$ cat config.mk
export PLATFORM = sky130hd
export DESIGN_NAME = nes_pad_reader
export DESIGN_NICKNAME = d
export VERILOG_FILES = /design/src/rtl/nes_pad_reader.sv
export SDC_FILE = /design/constraint.sdc
export NUM_CORES = 1
export LEC_CHECK = 0
export BUFFER_PORTS_ARGS = -buffer_cell sky130_fd_sc_hd__buf_4
export CAP_MARGIN = 20
export CORE_MARGIN = 1
export CORE_UTILIZATION = 60
export CTS_CLUSTER_DIAMETER = 50
export DETAILED_ROUTE_END_ITERATION = 10
export PLACE_DENSITY = 0.75
export SETUP_SLACK_MARGIN = 0.02
export SLEW_MARGIN = 20
export SYNTH_ARGS = -nofsm -noshare
export SYNTH_HDL_FRONTEND = slang
export SYNTH_SLANG_ARGS = --single-unit
$ cat constraint.sdc
create_clock -name clk -period 2.8 [get_ports clk]
set_clock_uncertainty 0.15 [all_clocks]
set_input_delay 0.28 -clock clk [delete_from_list [all_inputs] [get_ports clk]]
set_output_delay 0.28 -clock clk [all_outputs]
set_load 0.01 [all_outputs]
$ cat src/rtl/nes_pad_reader.sv
// NES controller poller: latches the pad, clocks out 8 serial bits and publishes
// a debounced-by-frame button snapshot with a one-cycle frame_valid strobe.
module nes_pad_reader #(
   parameter int LATCH_CYCLES = 300,
   parameter int PULSE_CYCLES = 150,
   parameter int POLL_CYCLES  = 416667
) (
   input  logic       clk,
   input  logic       reset_n,
   input  logic       pad_data,
   output logic       pad_latch,
   output logic       pad_clk,
   output logic [7:0] buttons,
   output logic [3:0] dpad_input,
   output logic       frame_valid
);

   localparam int PH_MAX = (LATCH_CYCLES > PULSE_CYCLES) ? LATCH_CYCLES : PULSE_CYCLES;
   localparam int PH_W   = $clog2(PH_MAX + 1);
   localparam int POLL_W = $clog2(POLL_CYCLES + 1);

   typedef enum logic [2:0] {IDLE, LATCH, SAMPLE, CLK_HIGH, CLK_LOW, DONE} state_t;

   state_t            state_q, state_d;
   logic [POLL_W-1:0] poll_q, poll_d;
   logic [PH_W-1:0]   ph_q, ph_d;
   logic [2:0]        idx_q, idx_d;
   logic [7:0]        shift_q, shift_d;
   logic [1:0]        sync_q, sync_d;
   logic [7:0]        buttons_q, buttons_d;
   logic [3:0]        dpad_q, dpad_d;
   logic              fv_q, fv_d;
   logic              pad_latch_q, pad_latch_d;
   logic              pad_clk_q, pad_clk_d;

   logic poll_wrap, latch_end, pulse_end;

   assign poll_wrap = (poll_q == POLL_W'(POLL_CYCLES - 1));
   assign latch_end = (ph_q == PH_W'(LATCH_CYCLES - 1));
   assign pulse_end = (ph_q == PH_W'(PULSE_CYCLES - 1));

   // Synchronizer resets to 1 so a reset looks like "nothing pressed".
   always_ff @(posedge clk or negedge reset_n) begin
      if (!reset_n) begin
         state_q     <= IDLE;
         poll_q      <= '0;
         ph_q        <= '0;
         idx_q       <= '0;
         shift_q     <= '0;
         sync_q      <= 2'b11;
         buttons_q   <= '0;
         dpad_q      <= '0;
         fv_q        <= 1'b0;
         pad_latch_q <= 1'b0;
         pad_clk_q   <= 1'b0;
      end else begin
         state_q     <= state_d;
         poll_q      <= poll_d;
         ph_q        <= ph_d;
         idx_q       <= idx_d;
         shift_q     <= shift_d;
         sync_q      <= sync_d;
         buttons_q   <= buttons_d;
         dpad_q      <= dpad_d;
         fv_q        <= fv_d;
         pad_latch_q <= pad_latch_d;
         pad_clk_q   <= pad_clk_d;
      end
   end

   always_comb begin
      state_d = state_q;
      poll_d  = poll_wrap ? '0 : poll_q + POLL_W'(1);
      ph_d    = ph_q;
      idx_d   = idx_q;
      shift_d = shift_q;
      sync_d  = {sync_q[0], pad_data};
      case (state_q)
         IDLE: begin
            if (poll_wrap) begin
               state_d = LATCH;
               ph_d    = '0;
               idx_d   = '0;
            end
         end
         LATCH: begin
            idx_d = '0;
            if (latch_end) begin
               state_d = SAMPLE;
               ph_d    = '0;
            end else begin
               ph_d = ph_q + PH_W'(1);
            end
         end
         SAMPLE: begin
            shift_d[idx_q] = ~sync_q[1];
            ph_d           = '0;
            state_d        = (idx_q == 3'd7) ? DONE : CLK_HIGH;
         end
         CLK_HIGH: begin
            if (pulse_end) begin
               state_d = CLK_LOW;
               ph_d    = '0;
               idx_d   = idx_q + 3'd1;
            end else begin
               ph_d = ph_q + PH_W'(1);
            end
         end
         CLK_LOW: begin
            if (pulse_end) begin
               state_d = SAMPLE;
               ph_d    = '0;
            end else begin
               ph_d = ph_q + PH_W'(1);
            end
         end
         DONE:    state_d = IDLE;
         default: state_d = IDLE;
      endcase
   end

   // Strobes are registered off the next state so they line up with the state they mark.
   always_comb begin
      pad_latch_d = (state_d == LATCH);
      pad_clk_d   = (state_d == CLK_HIGH);
      fv_d        = (state_q == DONE);
      buttons_d   = buttons_q;
      dpad_d      = dpad_q;
      if (state_q == DONE) begin
         buttons_d = shift_q;
         dpad_d    = {shift_q[7], shift_q[4], shift_q[5], shift_q[6]};
      end
   end

   assign pad_latch   = pad_latch_q;
   assign pad_clk     = pad_clk_q;
   assign buttons     = buttons_q;
   assign dpad_input  = dpad_q;
   assign frame_valid = fv_q;

endmodule

* Yosys cells after proc, flatten, opt, wreduce, memory -nomap -nowiden
Cells that the tools add are included.
** Cells by class
- $add $sub $neg :: 3
- Magnitude comparators :: 2
- Eq/ne operators :: 13
- Muxes and demuxes :: 17
- Bitwise logic cells :: 1
- Reductions and logical operators :: 7
** Operator list (count)
- 9-bit case mux with 4 select lines :: 1
- 9-bit two-way mux :: 3
- 3-bit two-way mux :: 7
- 19-bit by 1-bit adder with 19-bit output (second input constant) :: 1
- 19-bit equality test (second input constant) :: 1
- 19-bit two-way mux :: 1
- 3-bit case mux with 5 select lines :: 1
- 9-bit by 1-bit adder with 9-bit output (second input constant) :: 1
- 3-bit by 2-bit equality test with 1-bit output (second input constant) :: 3
- 3-bit equality test (second input constant) :: 3
- 9-bit by 8-bit equality test with 1-bit output (second input constant) :: 1
- 9-bit equality test (second input constant) :: 1
- 3-bit case mux with 3 select lines :: 1
- 8-bit bitwise mux :: 1
- 3-bit by 1-bit equality test with 1-bit output (second input constant) :: 2
- 3-bit by 4-bit less-than comparator with 1-bit output (second input constant) :: 1
- 2-bit inequality test (second input constant) :: 2
- 4-bit nonzero test :: 1
- 3-bit by 1-bit adder with 3-bit output (second input constant) :: 1
- 1-bit demux with 3-bit select :: 1
- 3-bit by 1-bit >= comparator with 1-bit output (second input constant) :: 1
- 3-bit logical NOT :: 1
- 3-bit AND reduction :: 1
- 3-bit nonzero test :: 1
- 5 further kinds :: 5
** Storage, ports and cells
- Register bits :: 59
- Bits of input ports :: 3
- Output and inout bits :: 15
- Logic and storage cells :: 54

* Depth between registers and ports, before layout
- Word-level depth :: 5
- Gate-level depth with buffers :: 8
- Mapped depth without buffers :: 7

* Worst setup path before layout
Ideal clock, no wire load.
- Kind :: reg-to-reg
- Start point :: register poll_q[0]
- End point :: register ph_q[5]
- Library setup time :: 126 ps
- Arrival time :: 1764 ps
- Required time :: 2524 ps
- Setup slack :: 760 ps
- Cell stages (with the launch flop) :: 8
- Path buffers :: 0
- Period minus slack after synthesis :: 2040 ps
- Cells stage by stage :: dfrtp_1 -> inv_1 -> ha_1 -> or2b_2 -> nor4_4 -> and2_4 -> o21ai_2 -> a221o_1
** Between the ends
- Longest elaborated chain between the ends :: 3
** RTL lines
- start: declaration :: line 25 : logic [POLL_W-1:0] poll_q, poll_d;
- start signal: assignment :: line 58 : poll_q <= poll_d;
- 19-bit equality test :: line 38 : assign poll_wrap = (poll_q == POLL_W'(POLL_CYCLES - 1));
- 2-bit inequality test (no line)
- 2-bit AND reduction (no line)
- end signal: assignment :: line 59 : ph_q <= ph_d;
- end: declaration :: line 26 : logic [PH_W-1:0] ph_q, ph_d;
Every way passes these cells.
A chain may end at the register's enable or synchronous reset.

* Final worst setup path
- Start point :: register poll_q[0]
- End point :: register ph_q[6]
The elaborated chain is that of the path after synthesis.

==> impl_metrics.csv <==
group,metric,value,unit
route,drc,0,
cts,cts_tree,"built",
floorplanning,io_pins,18,
route,via_per_inst,5.70,
cts,htreeDepth,2,
floorplanning,rows,24,
cts,root_buffer,"clkbuf_8",
sta,rsz0062_at_grt,"false",
critical_path,cp-end-kind,"flop",
yosys,yosys.cell_types.count,54,
sta,worst_slew_pin_slew,0.654,ns
yosys,netlist_top_cells_area,"dfrtp_1, nor2_1, nand2_1",
yosys,synth_ff_type,"dfrtp_1",
final_layout,final_nets,297,
grt,grt_pass1_vias,1715,
yosys,synthCells,273,
yosys,syn_area,2720,um^2
yosys,yosys.area.top_type,"dfrtp_1",
grt,antenna_found_initial,0,
route,routedWlPerCell,13.2,um
critical_path,path_class,"flop to flop",
final_layout,seq_area,1380,um^2
placed_design,place_congestion,0.822,
floorplanning,initial_core_util,0.625,
min_path,hp-class,"flop to flop",
placed_design,dp_hpwl,3220,um
grt,grt_overflow,0,
yosys,synthArstFlopShare,1.00,
cts,clkLatencyLatePin,0.30,ns
placed_design,dpl_cell_area,2840,um^2
cts,cts_buffers,5,
critical_path,cp.required,2.83,ns
yosys,ys_top_cells_by_count,"dfrtp_1, nor2_1, nand2_1",
final_layout,fin_area,2950,um^2
yosys,synth-edff-count,0,
cts,postCtsSetupBuffers,0,
critical_path,cp_max_fo,13,
pwr,leakagePower,1.40,nW
yosys,syn_area_per_cell,9.96,um^2
sta,period_minus_slack,2.27,ns
sta,finalSetupTns,0,ns
yosys,ys_seq_elements,55,
sta,setup_violations,0,
min_path,worstHoldStart,"sync_q[0]",
final_layout,num_antenna_cells,0,
cts,cts_resized,0,
yosys,netlist.area_leader.share,0.488,
pwr,irDropWorstVdd,0.000322,V
critical_path,r2r_cells,7,
sta,fmax,0.441,GHz
cts,clock-sinks,55,
yosys,synth_most_common_cell,"dfrtp_1",
final_layout,syn_to_final_growth,8.60,%
floorplanning,core,4350,um^2
placed_design,portBuffers,17,
grt,grt_usage,0.203,
route,firstDrtPassIters,4,
sta,slew_viol_final,0,
route,drt_iter0_markers,94,
yosys,ys_seq_area_frac,0.507,
cts,ctsHoldBuffers,2,
route,ant_nets,0,
min_path,min_path_cells,0,
critical_path,arrival,2.30,ns
floorplanning,die-area,4810,um^2
pwr,p_per_area,421,nW/um^2
route,routed_wl,4500,um
yosys,syn-num-nets,282,
run,maxCapViolCount,0,
cts,clk_pin_slew,0.10,ns
grt,grt_max_degree,56,
critical_path,startpoint_type,"flop",
critical_path,worstReg2RegEnd,"ph_q[6]",
status,status,"finished, final reports clean",
critical_path,r2r_start,"poll_q[0]",
sta,slew_headroom,0.564,
floorplanning,die_w,69.3,um
final_layout,layout-drive-gt1-share,0.135,
floorplanning,dieHeight,69.3,um
final_layout,fillers,358,
critical_path,reg2reg_slack,0.53,ns
min_path,holdPathEnd,"sync_q[1]",
grt,grt_first_pass_wirelength,7800,um
yosys,yosys_warnings,0,
sta,hold_viol,0,
cts,clock_path_buffers,2,
sta,post-route-period-util,0.810,
route,vias,1945,
final_layout,multi_input_area,1200,um^2
-- how the worst max path moves through the flow --
stage | start | endpoint | slack (ns) | cells past startpoint
2_1_floorplan | poll_q[0] | ph_q[5] | 0.76 | 7
3_3_place_gp | poll_q[0] | ph_q[7] | 0.59 | 7
3_5_place_dp | poll_q[0] | ph_q[5] | 0.54 | 7
4_1_cts | poll_q[0] | ph_q[6] | 0.51 | 7
5_1_grt | poll_q[0] | ph_q[6] | 0.35 | 7
6_report | poll_q[0] | ph_q[6] | 0.53 | 7
-- power by group --
group	leakage, nW	total, W	switching [W]	internal [W]
clock network	0.0485	0.000427	0.000248	0.000179
registers	0.747	0.000799	0.00000221	0.000796
logic	0.602	0.0000183	0.0000146	0.00000377
-- sequential cells by signal (all words and copies together), names as in the netlist --
signal       flops
buttons          8
frame_valid      1
idx_q            3
pad_clk          1
pad_latch        1
ph_q             9
poll_q          19
shift_q          8
state_q          3
sync_q           2
-- final cells by class --
class,count,area share
clock buffer,5,0.0233
clock inverter,3,0.00762
inverter,18,0.0229
multi-input combinational,189,0.407
sequential,55,0.467
tap,52,0.0220
timing repair buffer,19,0.0500
-- metrics by stage --
step                      hold WS (ns)  total power (W)  setup slack [ns]  cells   util
after floorplan                 -0.166         0.000814             0.760    273      -
after global placement           0.207         0.000832             0.594    331  0.653
after detailed placement         0.198         0.000831             0.540    331  0.653
after CTS                        0.219          0.00126             0.507    341  0.678
after global routing             0.223          0.00130             0.354    341  0.678
final                            0.220          0.00124             0.532    341  0.678
-- worst max-delay path: stages, from the launching register on --
cell and delay (ns):
dfrtp_1 0.43, inv_1 0.07, ha_1 0.13, or2b_2 0.31, nor4_4 0.30, and2_4 0.29
o21ai_2 0.12, a221o_1 0.36
-- layer usage --
metal,vias to the layer above,share of wire,track usage
met4,0,0.014,0.0794
met5,-,0,0
met3,6,0.036,0.0451
li1,967,-,-
met1,930,0.48,0.287
met2,42,0.47,0.307
-- cells in the final DEF (no fill, tap or decap), types with 2 or more instances in the layout --
| cell | n |
|---|---|
| dfrtp_1 | 53 |
| nor2_1 | 30 |
| nand2_1 | 28 |
| o21ai_0 | 19 |
| inv_1 | 18 |
| nand3_1 | 17 |
| buf_4 | 17 |
| mux2i_1 | 8 |
| and3_1 | 7 |
| xor2_1 | 7 |
| xnor2_1 | 6 |
| nor3_1 | 6 |
| ha_1 | 6 |
| and2_1 | 5 |
| clkbuf_8 | 5 |
| a21oi_1 | 4 |
| o22ai_1 | 4 |
| a221o_1 | 4 |
| nand4_1 | 3 |
| and4bb_1 | 2 |
| nor2b_1 | 2 |
| a22oi_1 | 2 |
| o31ai_1 | 2 |
| dlygate4sd3_1 | 2 |
| dfstp_2 | 2 |
-- cell families after synthesis --
family,synth area share
buf+inv,0.0506
compound gates,0.105
simple gates,0.234
fa+ha+maj,0.0276
flops,0.507
xor+xnor,0.0419
mux,0.0336
(Power assumes the default switching activity.)
